[config.mk]
export PLATFORM = sky130hd
export DESIGN_NAME = mem_stage_oq
export DESIGN_NICKNAME = d
export VERILOG_FILES = /design/src/rtl/mem_stage_oq.sv
export SDC_FILE = /design/constraint.sdc
export NUM_CORES = 1
export LEC_CHECK = 0
export BUFFER_PORTS_ARGS = -buffer_cell sky130_fd_sc_hd__buf_2
export CELL_PAD_IN_SITES_DETAIL_PLACEMENT = 0
export CELL_PAD_IN_SITES_GLOBAL_PLACEMENT = 1
export CORE_UTILIZATION = 40
export CTS_BUF_LIST = sky130_fd_sc_hd__clkbuf_16
export CTS_CLUSTER_DIAMETER = 150
export CTS_CLUSTER_SIZE = 14
export DETAILED_ROUTE_END_ITERATION = 16
export GPL_TIMING_DRIVEN = 0
export PLACE_DENSITY = 0.83
export SYNTH_ARGS = -nofsm -noshare
export SYNTH_HDL_FRONTEND = slang
export SYNTH_SLANG_ARGS = --single-unit
[constraint.sdc]
create_clock -name clk -period 11.02 [get_ports clk]
set_clock_uncertainty 0.05 [all_clocks]
set_input_delay 0.551 -clock clk [delete_from_list [all_inputs] [get_ports clk]]
set_output_delay 0.551 -clock clk [all_outputs]
set_load 0.005 [all_outputs]
[src/rtl/mem_stage_oq.sv]
// mem_stage_oq: memory stage built as an in-order queue of in-flight instructions.
// Instructions from EX are queued. Loads wait for their in-order data_ok response.
// The head entry is offered to WB, and load data reaches WB in the same cycle as
// its response. A flush from WB drops every queued entry. Responses that are still
// owed to flushed loads are counted down and ignored.
//
// Ports:
//   clk, resetn          clock, synchronous active-low reset
//   es_to_ms_valid       EX offers an instruction; ms_allowin says MEM takes it
//   es_pc/es_result      instruction PC and ALU result (also the load address)
//   es_rf_we/es_rf_waddr register write enable and destination register
//   es_mem_req           instruction issued a data request expecting one data_ok
//   es_ld_op             one-hot {ld_b, ld_bu, ld_h, ld_hu, ld_w, ld_wu, ld_d}
//   es_ex                instruction already carries an exception
//   data_sram_data_ok    in-order response strobe, with data_sram_rdata
//   wb_ex                flush from WB
//   ws_allowin           WB accepts; ms_to_ws_valid offers the head entry
//   ms_pc/ms_rf_we/ms_rf_waddr/ms_rf_wdata/ms_ex  head entry fields
//   ms_pend_mask         destination registers of all queued writers (for ID stall)
module mem_stage_oq #(
    parameter int unsigned DEPTH = 2,
    parameter int unsigned DW    = 32
) (
    input  logic          clk,
    input  logic          resetn,
    input  logic          es_to_ms_valid,
    output logic          ms_allowin,
    input  logic [31:0]   es_pc,
    input  logic [DW-1:0] es_result,
    input  logic          es_rf_we,
    input  logic [4:0]    es_rf_waddr,
    input  logic          es_mem_req,
    input  logic [6:0]    es_ld_op,
    input  logic          es_ex,
    input  logic          data_sram_data_ok,
    input  logic [DW-1:0] data_sram_rdata,
    input  logic          wb_ex,
    input  logic          ws_allowin,
    output logic          ms_to_ws_valid,
    output logic [31:0]   ms_pc,
    output logic          ms_rf_we,
    output logic [4:0]    ms_rf_waddr,
    output logic [DW-1:0] ms_rf_wdata,
    output logic          ms_ex,
    output logic [31:0]   ms_pend_mask
);

    localparam int unsigned PtrW  = (DEPTH > 1) ? $clog2(DEPTH) : 1;
    localparam int unsigned CntW  = $clog2(DEPTH) + 1;
    localparam int unsigned DiscW = CntW + 2;
    localparam int unsigned OffW  = $clog2(DW / 8);

    // Pointer arithmetic modulo DEPTH (DEPTH is a power of two).
    function automatic logic [PtrW-1:0] ptr_add(input logic [PtrW-1:0] p, input int unsigned k);
        logic [PtrW:0] s;
        s = {1'b0, p} + (PtrW + 1)'(k);
        if (DEPTH == 1) return '0;
        return s[PtrW-1:0];
    endfunction

    // Keep the low 'bits' bits. Fill the upper bits with zero or with the sign bit.
    function automatic logic [DW-1:0] extend(input logic [DW-1:0] v, input int unsigned bits,
                                             input logic sgn);
        logic [DW-1:0] r;
        for (int unsigned b = 0; b < DW; b++) begin
            r[b] = (b < bits) ? v[b] : (sgn & v[bits-1]);
        end
        return r;
    endfunction

    // Control state
    logic [DEPTH-1:0] valid_q, valid_d;
    logic [DEPTH-1:0] wait_q, wait_d;
    logic [PtrW-1:0]  head_q, head_d;
    logic [PtrW-1:0]  tail_q, tail_d;
    logic [CntW-1:0]  count_q, count_d;
    logic [DiscW-1:0] discard_q, discard_d;

    // Entry payload (no reset; only meaningful while the entry is valid)
    logic [31:0]      pc_q     [DEPTH];
    logic [DW-1:0]    result_q [DEPTH];
    logic [DW-1:0]    rdata_q  [DEPTH];
    logic [4:0]       waddr_q  [DEPTH];
    logic [6:0]       ld_op_q  [DEPTH];
    logic [DEPTH-1:0] rf_we_q;
    logic [DEPTH-1:0] ex_q;

    logic            cmp_found;
    logic [PtrW-1:0] cmp_idx;
    logic [PtrW-1:0] search_idx;
    logic [CntW-1:0] num_wait;
    logic            cmp_hit;
    logic            head_valid;
    logic            head_wait;
    logic            head_done;
    logic            offer;
    logic            retire;
    logic            allow;
    logic            enq;
    logic [DiscW-1:0] disc_sum;

    // Find the oldest waiting entry. A response always belongs to this entry.
    always_comb begin
        cmp_found  = 1'b0;
        cmp_idx    = head_q;
        search_idx = '0;
        num_wait   = '0;
        for (int unsigned i = 0; i < DEPTH; i++) begin
            search_idx = ptr_add(head_q, i);
            if (valid_q[search_idx] && wait_q[search_idx] && !cmp_found) begin
                cmp_found = 1'b1;
                cmp_idx   = search_idx;
            end
        end
        for (int unsigned i = 0; i < DEPTH; i++) begin
            num_wait = num_wait + CntW'(valid_q[i] & wait_q[i]);
        end
    end

    // A response while draining, or while nothing waits, completes nothing.
    assign cmp_hit    = data_sram_data_ok & (discard_q == '0) & cmp_found;
    assign head_valid = valid_q[head_q];
    assign head_wait  = wait_q[head_q];
    assign head_done  = cmp_hit & (cmp_idx == head_q);
    assign offer      = head_valid & (~head_wait | head_done);
    assign retire     = offer & ws_allowin;
    assign allow      = ~wb_ex & ((count_q < CntW'(DEPTH)) | retire);
    assign enq        = es_to_ms_valid & allow;

    always_comb begin
        valid_d   = valid_q;
        wait_d    = wait_q;
        head_d    = head_q;
        tail_d    = tail_q;
        count_d   = count_q;
        discard_d = discard_q;
        disc_sum  = '0;

        if (cmp_hit) wait_d[cmp_idx] = 1'b0;
        if (retire) begin
            valid_d[head_q] = 1'b0;
            head_d          = ptr_add(head_q, 1);
        end
        // Runs after the retire update: when full, enqueue may reuse the retiring slot.
        if (enq) begin
            valid_d[tail_q] = 1'b1;
            wait_d[tail_q]  = es_mem_req & ~es_ex;
            tail_d          = ptr_add(tail_q, 1);
        end
        count_d = count_q + CntW'(enq) - CntW'(retire);

        if (data_sram_data_ok && discard_q != '0) discard_d = discard_q - DiscW'(1);

        if (wb_ex) begin
            valid_d = '0;
            wait_d  = '0;
            head_d  = '0;
            tail_d  = '0;
            count_d = '0;
            // Responses still owed: already-draining ones plus every waiting entry,
            // less the one arriving right now.
            disc_sum  = discard_q + DiscW'(num_wait);
            discard_d = (data_sram_data_ok && disc_sum != '0) ? disc_sum - DiscW'(1) : disc_sum;
        end
    end

    always_ff @(posedge clk) begin
        if (!resetn) begin
            valid_q   <= '0;
            wait_q    <= '0;
            head_q    <= '0;
            tail_q    <= '0;
            count_q   <= '0;
            discard_q <= '0;
        end else begin
            valid_q   <= valid_d;
            wait_q    <= wait_d;
            head_q    <= head_d;
            tail_q    <= tail_d;
            count_q   <= count_d;
            discard_q <= discard_d;
        end
    end

    always_ff @(posedge clk) begin
        if (enq) begin
            pc_q[tail_q]     <= es_pc;
            result_q[tail_q] <= es_result;
            waddr_q[tail_q]  <= es_rf_waddr;
            ld_op_q[tail_q]  <= es_ld_op;
            rf_we_q[tail_q]  <= es_rf_we;
            ex_q[tail_q]     <= es_ex;
        end
        if (cmp_hit) rdata_q[cmp_idx] <= data_sram_rdata;
    end

    // Head write-back data. Load data is bypassed when the head completes this cycle.
    logic [DW-1:0]   h_rdata;
    logic [DW-1:0]   h_result;
    logic [6:0]      h_op;
    logic [OffW+2:0] h_shift;
    logic [DW-1:0]   h_shifted;
    logic [DW-1:0]   load_val;
    logic [DW-1:0]   h_wdata;

    assign h_rdata   = head_wait ? data_sram_rdata : rdata_q[head_q];
    assign h_result  = result_q[head_q];
    assign h_op      = head_valid ? ld_op_q[head_q] : 7'd0;
    assign h_shift   = {h_result[OffW-1:0], 3'b000};
    assign h_shifted = h_rdata >> h_shift;

    always_comb begin
        load_val = h_shifted;
        unique case (1'b1)
            h_op[6]: load_val = extend(h_shifted, 8, 1'b1);
            h_op[5]: load_val = extend(h_shifted, 8, 1'b0);
            h_op[4]: load_val = extend(h_shifted, 16, 1'b1);
            h_op[3]: load_val = extend(h_shifted, 16, 1'b0);
            h_op[2]: load_val = extend(h_shifted, 32, 1'b1);
            h_op[1]: load_val = extend(h_shifted, 32, 1'b0);
            h_op[0]: load_val = h_shifted;
            default: load_val = h_shifted;
        endcase
    end

    assign h_wdata = (h_op != 7'd0) ? load_val : h_result;

    logic [31:0] pend;
    always_comb begin
        pend = '0;
        for (int unsigned i = 0; i < DEPTH; i++) begin
            if (valid_q[i] && rf_we_q[i] && waddr_q[i] != 5'd0) pend[waddr_q[i]] = 1'b1;
        end
    end

    // Outputs are held at their reset values for as long as resetn is low.
    assign ms_to_ws_valid = resetn & offer;
    assign ms_allowin     = ~resetn | allow;
    assign ms_pc          = (resetn & head_valid) ? pc_q[head_q] : 32'd0;
    assign ms_rf_waddr    = (resetn & head_valid) ? waddr_q[head_q] : 5'd0;
    assign ms_rf_wdata    = (resetn & head_valid) ? h_wdata : '0;
    assign ms_rf_we       = resetn & head_valid & rf_we_q[head_q] & ~ex_q[head_q];
    assign ms_ex          = resetn & head_valid & ex_q[head_q];
    assign ms_pend_mask   = resetn ? pend : 32'd0;

endmodule

[Word-level counts from Yosys, hierarchy flattened]
Memory sizes are Yosys's and may differ from the RTL's. A register that Yosys moved wholly into a read port is not among the register bits.
Index checks and enable logic that the tools add are counted.
Word-level totals
  flip-flop bits (word level): 16
  memory bits (writable): 216
  bits of input ports: 117
  output and inout port bits: 105
  word-level logic and storage cells: 146
  memories kept: 5
Memory list
  pc_q: depth 2, width 32, rd ports 1, clocked after Yosys merged registers in 1, write ports 1, line 80  | logic [31:0] pc_q [DEPTH];
  rdata_q: depth 2, width 32, rd ports 1, clocked after Yosys merged registers in 1, write ports 1, line 82  | logic [DW-1:0] rdata_q [DEPTH];
  result_q: depth 2, width 32, rd ports 1, clocked after Yosys merged registers in 1, write ports 1, line 81  | logic [DW-1:0] result_q [DEPTH];
  ld_op_q: depth 2, width 7, rd ports 1, clocked after Yosys merged registers in 1, write ports 1, line 84  | logic [6:0] ld_op_q [DEPTH];
  waddr_q: depth 2, width 5, rd ports 3, clocked after Yosys merged registers in 1, write ports 1, line 83  | logic [4:0] waddr_q [DEPTH];
Cells by class
  add/sub/neg operators: 8
  magnitude comparators: 12
  equal/unequal tests: 1
  shifts and indexed selects: 1
  multiplexer cells: 59
  bitwise gates (word level): 29
  reduce and logical (&&, ||, !) cells: 23
Operator list (number)
  2-to-1 mux 32 bit: 7
  one-hot mux 32 bit (4 select lines): 1
  2-to-1 mux 1 bit: 34
  bitwise OR 32 bit: 1
  right shift 32 x 5 -> 32 bit: 1
  bitwise AND 1 bit: 15
  logical AND 1 bit: 14
  < comparator 5 x 6 -> 1 bit (second input constant): 2
  2-to-1 mux 4 bit: 3
  demux 1 bit (select 5 bit): 2
  greater-or-equal comparator 5 x 1 -> 1 bit (second input constant): 2
  nonzero test 5 bit: 2
  < comparator 1 x 2 -> 1 bit (second input constant): 4
  2-to-1 mux 2 bit: 4
  nonzero test 4 bit: 2
  subtractor 4 x 1 -> 4 bit (second input constant): 2
  2-to-1 mux 7 bit: 1
  nonzero test 7 bit: 1
  bitwise mux 2 bit: 3
  2-to-1 mux 5 bit: 1
  NOT 1 bit: 5
  adder 4 x 2 -> 4 bit: 1
  bitwise AND 2 bit: 2
  logical NOT 4 bit: 1
  14 further kinds: 22

[Depth between registers and ports, before layout]
Gate-level depths: netlist of the first run.
  depth after elaboration: 17
  depth in mapped cells: 12
  mapped depth without buffers: 11

[Worst setup path after synthesis of the first run]
OpenSTA, ideal clock, no wires.
  path type: input-to-reg
  start point: input port data_sram_data_ok
  end point: register wait_q[1]
  setup time: 0.126 ns
  arrival: 5.534 ns
  data required time: 10.844 ns
  setup slack: 5.310 ns
  cell stages on the path: 7
  buffers on the path: 1
  cell sequence: buf_2 -> nor4bb_1 -> o211a_1 -> o21ai_1 -> nor2_1 -> mux2_2 -> nor2_1
On the way
  longest elaborated chain between the ends: 10
  elaborated cells between the ends (all ways): 12
  those cells by class: mux (3); bitwise (9)
RTL lines
  from (decl): line 35  | input logic data_sram_data_ok,
  bitwise AND 1 bit (2 in series): line 121  | assign cmp_hit = data_sram_data_ok & (discard_q == '0) & cmp_found;
  bitwise AND 1 bit: line 124  | assign head_done = cmp_hit & (cmp_idx == head_q);
  bitwise OR 1 bit: line 125  | assign offer = head_valid & (~head_wait | head_done);
  bitwise AND 1 bit: line 125
  bitwise AND 1 bit: line 126  | assign retire = offer & ws_allowin;
  net retire: line 97  | logic retire;
  bitwise OR 1 bit: line 127  | assign allow = ~wb_ex & ((count_q < CntW'(DEPTH)) | retire);
  bitwise AND 1 bit: line 127
  bitwise AND 1 bit: line 128  | assign enq = es_to_ms_valid & allow;
  2-to-1 mux 2 bit: line 145  | if (enq) begin
  to (signal assigned): line 177  | wait_q <= wait_d;
  to (decl): line 73  | logic [DEPTH-1:0] wait_q, wait_d;
The timed path passes the listed nets, and every way through them passes these cells.
A chain may end at the register's enable or synchronous reset.

[Worst setup path in the final report of the first run]
  start point: register head_q
  end point: output port ms_rf_wdata[11]
On the way
  longest elaborated chain between the ends: 7
  elaborated cells between the ends (all ways): 12
  those cells by class: shift (1); mux (9); bitwise (1); reduce/logical (1)
RTL lines
  from (decl): line 74  | logic [PtrW-1:0] head_q, head_d;
  from (signal assigned): line 171  | head_q <= '0;
  from (signal assigned): line 178  | head_q <= head_d;
  2-to-1 mux 1 bit (implied by the code) (2 in series): line 123  | assign head_wait = wait_q[head_q];
  2-to-1 mux 32 bit: line 206  | assign h_rdata = head_wait ? data_sram_rdata : rdata_q[head_q];
  right shift 32 x 5 -> 32 bit: line 210  | assign h_shifted = h_rdata >> h_shift;
  one-hot mux 32 bit (4 select lines): line 214  | unique case (1'b1)
  2-to-1 mux 32 bit: line 226  | assign h_wdata = (h_op != 7'd0) ? load_val : h_result;
  2-to-1 mux 32 bit (*): line 241  | assign ms_rf_wdata = (resetn & head_valid) ? h_wdata : '0;
  to (decl): line 43  | output logic [DW-1:0] ms_rf_wdata,
Mark *: on every way between the ends. The rest lies on a longest branch, timed or not. The select of a mux whose other input is x is not followed.

==> results_dict.tcl, run 1 <==
set metrics [dict create \
    syn-instance-count 831 \
    fin_nets 1202 \
    r2r_start "discard_q[0]$_SDFFE_PN0P_" \
    fin_ws_ps 6983 \
    synth_mux_area_frac 0.1334 \
    path_clk_slew_ps 70 \
    grt_max_degree 34 \
    cts_hold_buf 0 \
    synth-compound-area-share 0.09824 \
    yosysSeqAreaShare 0.6197 \
    regArea_mm2 0.006867 \
    dieArea_mm2 0.02837 \
    critical_path.top_delay_family "buffers and inverters" \
    worstSetupPathType "flop to output pin" \
    outcome "finished clean" \
    cts_tree "done" \
    dp_slack_ps 7511 \
    finalHoldViolations 0 \
    cellLeakagePower_nw 4.904 \
    fillers 2432 \
    route.detailed.drc 0 \
    r2r-end "pc_q[0][29]$_DFFE_PP_" \
    synth_edf_count 220 \
    clock_path_buffers 3 \
    synth_top_area_cell "edfxtp_1" \
    p_per_area_mw_per_mm2 132.9 \
    power_switching_mw 0.3926 \
    fin_crit_ps 4037 \
    utilization 0.4937 \
    total_power_mw 1.773 \
    worst_slew_pin_slew_ps 901.3 \
    cts_root_buf "clkbuf_16" \
    post_cts_buffers 0 \
    ios 222 \
    syn_area_per_cell_um2 13.33 \
    switching_share 0.2214 \
    ant_nets 0 \
    worstPathArrival_ps 3440 \
    start_util 0.4100 \
    p_clk_frac 0.369 \
    crit_buf_inv 5 \
    multiInputGateArea_mm2 0.003929 \
    clkLatencyLatePin_ps 500 \
    critPathMaxStageDelay_ps 420 \
    first_pass_iters 5 \
    intPower_mw 1.381 \
    dp_hpwl_um 21160 \
    synth_fp_nets 955 \
    whs_path_depth 1 \
    synthArstFlopShare 0 \
    cts_made_buffers 20 \
    gr-usage-all-layers 0.2034 \
    dp_cells 1397 \
    grt_first_pass_wirelength_um 44150 \
    finalMaxSlewViolations 0 \
    h-tree-depth 1 \
    yosys.area_share.simple 0.1066 \
    max_freq_mhz 247.7 \
    critPathCaptureType "output pin" \
    rsz0062_at_grt "no" \
    r2r_slack_ps 7800 \
    worst_r2r_path_depth 7 \
    path_common_cell "buf_2" \
    layout_common_cells "buf_2, edfxtp_1, mux2i_1" \
    cp-start-kind "flop" \
    clock_sinks 233 \
    area_growth_pct 20.42 \
    yosysTopAreaCellShare 0.5962 \
    cts_resized 0 \
    portBuffers 219 \
    routed_wl_um 28960 \
    stdcell_count 1435 \
    vias_per_cell 5.473 \
    post_route_cells_drive_above_1_share 0.3123 \
    fin_area_mm2 0.01334 \
    std_cell_rows 60 \
    syn_area_mm2 0.01108 \
    min_from "es_result[11]" \
    synthFlopType "edfxtp_1" \
    die_width_um 168.4 \
    grt_overflow_total 0 \
    required_ps 10420 \
    min_to "result_q[1][11]$_DFFE_PP_" \
    maxCapViolCount 0 \
    first_global_vias 7880 \
    period_share 0.3664 \
    synthTopCellsByArea "edfxtp_1, mux2i_1, mux2_2" \
    hold_class "input port to flop" \
    cp_max_fo 10 \
    cp_slowest_cell "a211oi_1" \
    synth_xor_area_frac 0.004743 \
    drtIter0Drc 770 \
    final_common_cell "buf_2" \
    ys_seq_elements 233 \
    relSlewSlack 0.3977 \
    crit_chain "buf_2, mux2i_1, buf_2, buf_2, buf_2, nor2_1, o32ai_1, nand2_1, a211oi_1, buf_2" \
    tns_ps 0 \
    whs_ps 171.4 \
    core_area_mm2 0.02703 \
    combPwrFrac 0.071 \
    peakVddDrop_v 0.0001274 \
    die_h_um 168.4 \
    synth_top_family_by_area "multiplexers" \
    via_count 7854 \
    yosysUniqueCellTypes 59 \
    yosys_warnings 0 \
    placed_area_mm2 0.01275 \
    setup_violations 0 \
    antenna_found_initial 6 \
    wire_per_inst_um 20.18 \
    gp_congestion 0.9004 \
    p_seq_frac 0.561 \
    yosys.area_share.adder 0.008582 \
]
==> metal layers <==
metal  vias to the layer above  share of wire  track usage  wire length, µm
li1                       3664              -            -                -
met1                      3768           0.40       0.2538            11720
met2                       367           0.47       0.3433            13720
met3                        49          0.095      0.05830             2743
met4                         6          0.025      0.05810              735
met5                         -         0.0013            0               38
==> synth_stat cells, drive strengths merged (5+ instances only) <==
master	instances
buf	26
and2	33
o32ai	6
xnor2	6
nor3	7
nor2	78
edfxtp	220
o211ai	7
inv	11
a211oi	31
dfxtp	13
clkbuf	30
nand3	11
nand2b	5
mux2i	83
a21oi	20
ha	6
nand2	64
nand3b	9
nor2b	13
mux2	40
o22ai	29
a221oi	15
o21ai	24
mux4	7
==> logic make-up after synthesis <==
group / after synthesis
buffers and inverters: 67
AND/OR/NAND/NOR: 240
flip-flops: 233
adder cells (fa/ha/maj): 7
XOR/XNOR: 6
other: 1
multiplexers: 130
AO/OA/AOI/OAI: 147
==> sequential cells by signal, indices dropped and copies added (netlist names), named ones only <==
register	count
ex_q	2
count_q	2
discard_q	4
tail_q	1
waddr_q	10
result_q	64
rf_we_q	2
rdata_q	64
valid_q	2
head_q	1
ld_op_q	14
pc_q	64
wait_q	2
==> power groups by stage <==
stage	Clock (mW)	Sequential, mW	Combinational, mW
6_report	0.654	0.995	0.125
5_1_grt	0.697	0.996	0.137
4_1_cts	0.666	0.995	0.125
3_5_place_dp	0	1.01	0.124
3_3_place_gp	0	1.02	0.118
2_1_floorplan	0	1.01	0.0677
==> worst max path at each step <==
stage                      endpoint           startpoint  depth (start not counted)  slack, ps
3_5_place_dp        ms_rf_wdata[11]  head_q$_SDFFE_PP0P_                         10       7510
6_report            ms_rf_wdata[11]  head_q$_SDFFE_PP0P_                         10       6980
3_3_place_gp   wait_q[1]$_SDFF_PP0_    data_sram_data_ok                          7       2850
2_1_floorplan  wait_q[1]$_SDFF_PP0_    data_sram_data_ok                          7       5310
4_1_cts             ms_rf_wdata[11]  head_q$_SDFFE_PP0P_                         10       6970
5_1_grt             ms_rf_wdata[11]  head_q$_SDFFE_PP0P_                         10       6820
==> final cells by class <==
| type | count | share of cell area |
|---|---|---|
| Buffer | 56 | 0.02054 |
| Clock inverter | 15 | 0.004407 |
| Clock buffer | 21 | 0.03938 |
| Sequential cell | 233 | 0.5146 |
| Inverter | 11 | 0.003095 |
| Multi-Input combinational cell | 531 | 0.2944 |
| Timing Repair Buffer | 225 | 0.09115 |
| Tap cell | 341 | 0.03198 |
| Antenna cell | 2 | 0.0003751 |
(Power assumes the default switching activity.)
==> run 2: changes to the inputs <==
--- a/config.mk
+++ b/config.mk
@@ -5,16 +5,17 @@
 export SDC_FILE = /design/constraint.sdc
 export NUM_CORES = 1
 export LEC_CHECK = 0
+export ABC_AREA = 1
 export BUFFER_PORTS_ARGS = -buffer_cell sky130_fd_sc_hd__buf_2
 export CELL_PAD_IN_SITES_DETAIL_PLACEMENT = 0
 export CELL_PAD_IN_SITES_GLOBAL_PLACEMENT = 1
-export CORE_UTILIZATION = 40
+export CORE_UTILIZATION = 38
 export CTS_BUF_LIST = sky130_fd_sc_hd__clkbuf_16
 export CTS_CLUSTER_DIAMETER = 150
 export CTS_CLUSTER_SIZE = 14
 export DETAILED_ROUTE_END_ITERATION = 16
 export GPL_TIMING_DRIVEN = 0
-export PLACE_DENSITY = 0.83
+export PLACE_DENSITY = 0.86
 export SYNTH_ARGS = -nofsm -noshare
 export SYNTH_HDL_FRONTEND = slang
 export SYNTH_SLANG_ARGS = --single-unit
==> constraint.sdc (replaced) <==
create_clock -name clk -period 3.5 [get_ports clk]
set_clock_uncertainty 0.05 [all_clocks]
set_input_delay 0.175 -clock clk [delete_from_list [all_inputs] [get_ports clk]]
set_output_delay 0.175 -clock clk [all_outputs]
set_load 0.005 [all_outputs]
==> results_dict.tcl, run 2 <==
set metrics [dict create \
    clock_sinks 233 \
    relSlewSlack 0.4571 \
    layout_common_cells "nand2_1, buf_2, edfxtp_1" \
    die_h_um 176.1 \
    syn_area_mm2 0.01152 \
    via_count 10060 \
    worst_r2r_path_depth 13 \
    cts_tree "done" \
    synth_top_area_cell "edfxtp_1" \
    crit_buf_inv 6 \
    max_freq_mhz 320.8 \
    reg_top3 "pc_q (64), rdata_q (64), result_q (64)" \
    post_route_cells_drive_above_1_share 0.1984 \
    critPathCaptureType "output pin" \
    yosysMostFrequentCell "nand2_1" \
    cp_slowest_cell "buf_1" \
    finalMaxSlewViolations 0 \
    synthFlopType "edfxtp_1" \
    yosysTopAreaCellShare 0.5737 \
    routed_wl_um 33950 \
    r2r-end "discard_q[0]$_SDFFE_PN0P_" \
    synth_edf_count 220 \
    rsz0062_at_grt "no" \
    min_to "valid_q[1]$_SDFF_PP0_" \
    wire_per_inst_um 16.82 \
    tns_ps 0 \
    yosys_warnings 0 \
    fin_area_mm2 0.01487 \
    whs_ps 49.94 \
    area_growth_pct 29.13 \
    syn-instance-count 1260 \
    r2r_start "valid_q[0]$_SDFF_PP0_" \
    finalHoldViolations 0 \
    synthTopCellsByArea "edfxtp_1, nand2_1, nor2_1" \
    worstPathArrival_ps 2890 \
    path_depth 14 \
    start_util 0.3875 \
    placed_area_mm2 0.01315 \
    cp_max_fo 10 \
    first_pass_iters 5 \
    synth_fp_nets 1384 \
    ys_seq_elements 233 \
    setup_violations 0 \
    whs_path_depth 4 \
    cts_resized 0 \
    worst_slew_pin_slew_ps 813.2 \
    ant_nets 0 \
    yosysUniqueCellTypes 45 \
    first_global_vias 9897 \
    clock_path_buffers 3 \
    crit_chain "buf_4, inv_2, nand2_1, nand2_1, buf_2, buf_1, o21ai_0, nand3_1, nand3_1, nand3_1, nand3_1, nand2_1, inv_1, buf_2" \
    dp_hpwl_um 24240 \
    vias_per_cell 4.986 \
    yosysSeqAreaShare 0.5963 \
    worstSetupPathType "flop to output pin" \
    gr-usage-all-layers 0.2179 \
    r2r_slack_ps 580 \
    die_width_um 176.1 \
    ios 222 \
    hold_class "input port to flop" \
    grt_first_pass_wirelength_um 52400 \
    cp-start-kind "flop" \
    syn_area_per_cell_um2 9.140 \
    path_clk_slew_ps 70 \
    path_common_cell "nand3_1" \
    clkLatencyLatePin_ps 500 \
    cts_root_buf "clkbuf_16" \
    required_ps 3270 \
    cts_made_buffers 20 \
    grt_overflow_total 0 \
    critical_path.top_delay_family "buffers and inverters" \
    p_per_area_mw_per_mm2 389.2 \
    final_common_cell "nand2_1" \
    min_from "ws_allowin" \
    fin_nets 1742 \
    fillers 2708 \
    grt_max_degree 41 \
    fin_crit_ps 3117 \
    antenna_found_initial 7 \
    core_area_mm2 0.02972 \
    synthArstFlopShare 0 \
    outcome "finished clean" \
    portBuffers 219 \
    synth_top_cells_by_count "nand2_1, edfxtp_1, nor2_1" \
    critPathMaxStageDelay_ps 400 \
    maxCapViolCount 0 \
    cellLeakagePower_nw 6.389 \
    std_cell_rows 63 \
    route.detailed.drc 0 \
    drtIter0Drc 806 \
    dieArea_mm2 0.03101 \
    gp_congestion 0.8699 \
    peakVddDrop_v 0.0003807 \
    period_share 0.8905 \
    h-tree-depth 1 \
]
-- run 2: changes by cell type after synthesis, moves of 37 or more --
| cell | previous run | this run |
|---|---|---|
| a21oi_1 | 19 | 88 |
| inv_1 | 11 | 106 |
| mux2_2 | 37 | 0 |
| mux2i_1 | 82 | 3 |
| nand2_1 | 64 | 317 |
| nand3_1 | 11 | 104 |
| nor2_1 | 77 | 185 |
| o21ai_0 | 23 | 69 |
-- run 2: kinds of logic after synthesis --
family / synth area share
buf+inv: 0.06432
simple gates: 0.2448
flops: 0.5963
fa+ha+maj: 0.008257
other cells: 0.0003256
mux: 0.002608
xor+xnor: 0.003803
compound gates: 0.07964
-- run 2: worst max path at each step --
| stage | start | to | slack, ps |
|---|---|---|---|
| 6_report | head_q$_SDFFE_PP0P_ | ms_rf_wdata[13] | 380 |
| 5_1_grt | head_q$_SDFFE_PP0P_ | ms_rf_wdata[10] | 150 |
| 4_1_cts | head_q$_SDFFE_PP0P_ | ms_rf_wdata[10] | 390 |
| 3_5_place_dp | head_q$_SDFFE_PP0P_ | rdata_q[1][12]$_DFFE_PP_ | 560 |
| 3_3_place_gp | discard_q[2]$_SDFFE_PN0P_ | result_q[0][5]$_DFFE_PP_ | -870 |
| 2_1_floorplan | discard_q[0]$_SDFFE_PN0P_ | ex_q[0]$_DFFE_PP_ | 280 |
-- run 2: through the flow --
stage                     cells  power, mW  setup slack (ps)    util
final                      2018      5.788             383.2  0.5004
after global routing       2017      5.989             149.1  0.5003
after CTS                  2012      5.797             388.0  0.4993
after detailed placement   1871      3.707             564.0  0.4423
after global placement     1869      3.695            -868.6  0.4408
after floorplan            1260      3.495             275.7       -
-- run 2: worst reg2reg max path: stages (launching register included) --
cell and delay (ps):
dfxtp_1 420, nand2_1 130, fa_1 400, inv_1 90, ha_1 230, inv_1 90, ha_1 170, inv_1 40
nor2_1 130, nand2_1 120, nand2_1 110, xor2_1 190, a21oi_1 90, dlygate4sd3_1 570
-- run 2: power by group --
part,switching (mW),total [mW],internal [mW],leakage (nW)
sequential,0.0244,3.14,3.11,2.11
clock,0.966,2.03,1.07,0.286
combinational,0.355,0.617,0.262,3.99
-- run 2: per-layer routing --
layer	vias up	GRT usage	part of all wire
met5	-	0	0.00047
met3	51	0.04522	0.077
li1	4933	-	-
met4	4	0.05362	0.024
met1	4692	0.2722	0.41
met2	381	0.3830	0.49
-- run 2: cell type report --
class,count,area (µm²),area share
flip-flops and latches,233,6867,0.4618
multi-input cells,857,3909,0.2629
repair buffers,336,2297,0.1545
clock buffers,21,525.5,0.03534
well taps,390,488.0,0.03281
inverters,111,426.7,0.02869
plain buffers,59,319.1,0.02146
clock inverters,6,26.28,0.001767
diodes,5,12.51,0.0008414
-- run 2: repair_timing --
action / CTS / global route
hold buffers: 114 / 0
endpoints found under the hold margin: 224 / 0
setup buffers: 0 / 0
==> run 3: changes to the inputs <==
==> constraint.sdc (replaced) <==
create_clock -name clk -period 2.5 [get_ports clk]
set_clock_uncertainty 0.05 [all_clocks]
set_input_delay 0.125 -clock clk [delete_from_list [all_inputs] [get_ports clk]]
set_output_delay 0.125 -clock clk [all_outputs]
set_load 0.005 [all_outputs]
==> results_dict.tcl, run 3 (synthesis results as in run 2) <==
set metrics [dict create \
    route.detailed.drc 0 \
    final_common_cell "nand2_1" \
    die_h_um 176.1 \
    hold_class "input port to flop" \
    path_clk_slew_ps 70 \
    period_share 1.050 \
    p_per_area_mw_per_mm2 499.1 \
    cts_tree "done" \
    peakVddDrop_v 0.0004785 \
    worst_slew_pin_slew_ps 570.9 \
    fillers 2485 \
    h-tree-depth 1 \
    antenna_found_initial 4 \
    cts_root_buf "clkbuf_16" \
    core_area_mm2 0.02972 \
    via_count 10500 \
    post_route_cells_drive_above_1_share 0.3489 \
    cts_made_buffers 20 \
    grt_max_degree 41 \
    start_util 0.3875 \
    dp_hpwl_um 23680 \
    violations "setup timing" \
    ant_nets 0 \
    vias_per_cell 5.047 \
    dieArea_mm2 0.03101 \
    finalMaxSlewViolations 0 \
    clkLatencyLatePin_ps 500 \
    whs_ps 34.86 \
    setup_violations 20 \
    tns_ps -852.0 \
    layout_common_cells "nand2_1, buf_2, edfxtp_1" \
    first_global_vias 10240 \
    r2r_slack_ps 90 \
    required_ps 2330 \
    cp-start-kind "flop" \
    drtIter0Drc 932 \
    combPwrFrac 0.138 \
    finalHoldViolations 0 \
    switching_share 0.2407 \
    portBuffers 219 \
    fin_crit_ps 2624 \
    fin_nets 1806 \
    gp_congestion 0.8723 \
    worstPathArrival_ps 2450 \
    gr-usage-all-layers 0.2194 \
    first_pass_iters 6 \
    rsz0062_at_grt "yes" \
    placed_area_mm2 0.01323 \
    std_cell_rows 63 \
    p_seq_frac 0.522 \
    grt_first_pass_wirelength_um 52910 \
    max_freq_mhz 381.1 \
    critPathCaptureType "output pin" \
    outcome "finished with violations" \
    routed_wl_um 36090 \
    dp_cells 1873 \
    intPower_mw 6.392 \
    stdcell_count 2081 \
    p_clk_frac 0.340 \
    die_width_um 176.1 \
    cellLeakagePower_nw 7.098 \
    fin_area_mm2 0.01687 \
    multiInputGateArea_mm2 0.004825 \
    clock_sinks 233 \
    cp_max_fo 10 \
    relSlewSlack 0.6164 \
    reg_top3 "pc_q (64), rdata_q (64), result_q (64)" \
    fin_ws_ps -124.1 \
    clock_path_buffers 3 \
    worstSetupPathType "flop to output pin" \
    power_switching_mw 2.026 \
    area_growth_pct 46.46 \
    grt_overflow_total 0 \
    wire_per_inst_um 17.34 \
    regArea_mm2 0.006884 \
    ios 222 \
    maxCapViolCount 0 \
]
run 3: changes by cell type in the layout (fill, tap and decap cells not counted), moves of 19 or more:
| cell | before | now |
|---|---|---|
| o21ai_0 | 69 | 17 |
| nand3_2 | 3 | 33 |
| buf_4 | 12 | 47 |
| nor2_4 | 1 | 21 |
| nand3_1 | 104 | 64 |
| buf_6 | 2 | 26 |
| nor2_1 | 185 | 162 |
| o21ai_2 | 4 | 34 |
| nand2_1 | 317 | 265 |
| buf_2 | 239 | 220 |
| nand2_2 | 1 | 45 |
run 3: area by class of cell:
type,instances,area share
repair inverters,2,0.0008902
diodes,3,0.0004451
well taps,390,0.02893
inverters,111,0.02737
plain buffers,54,0.03116
repair buffers,402,0.1841
clock buffers,21,0.03116
multi-input cells,858,0.2861
clock inverters,7,0.001780
flip-flops and latches,233,0.4082
run 3: worst max-delay path, stage by stage (launching register included):
cell and delay, ps:
dfxtp_2 340, buf_8 140, nand2_1 120, buf_4 200
nand3b_1 160, nand3_2 120, nand3_4 130, nand3_4 100
nand2_4 120, buf_6 120, buf_8 120, nor2_2 40
nor2_2 120, buf_2 130
run 3: per-layer routing:
metal	part of all wire	vias up	global-route usage
met4	0.022	2	0.05797
met3	0.082	57	0.04759
met2	0.49	443	0.3829
met5	0.00030	-	0
li1	-	5056	-
met1	0.40	4944	0.2733
run 3: path summary, 6_finish.rpt:
check,start,end,cells past startpoint
max reg2reg,head_q$_SDFFE_PP0P_,result_q[1][21]$_DFFE_PP_,12
max,head_q$_SDFFE_PP0P_,ms_rf_wdata[20],13
min reg2reg,tail_q$_SDFFE_PP0P_,tail_q$_SDFFE_PP0P_,2
min,ws_allowin,valid_q[0]$_SDFF_PP0_,4
run 3: through the flow:
step	power, mW	utilization	setup WS [ps]
5_1_grt	8.684	0.5675	-193.1
2_1_floorplan	4.901	-	-179.7
3_5_place_dp	5.201	0.4451	-253.4
4_1_cts	8.314	0.5416	-144.1
3_3_place_gp	5.178	0.4424	-1104
6_report	8.419	0.5676	-124.1
run 3: what timing repair did:
action / 4_1_cts / 5_1_grt
endpoints found under the hold margin: 227 / 0
gates resized for setup: 235 / 178
endpoints found under the setup margin: 170 / 188
pin swaps: 41 / 54
hold buffers: 114 / 0
cloned: 6 / 6
buffers inserted: 35 / 25
run 3: power by group through the flow:
stage / Combinational [mW] / Clock (mW) / Sequential [mW]
detailed placement: 0.720 / 0 / 4.48
floorplan: 0.425 / 0 / 4.48
global placement: 0.695 / 0 / 4.48
global route: 1.26 / 3.02 / 4.40
CTS: 1.03 / 2.89 / 4.40
finish: 1.16 / 2.86 / 4.40
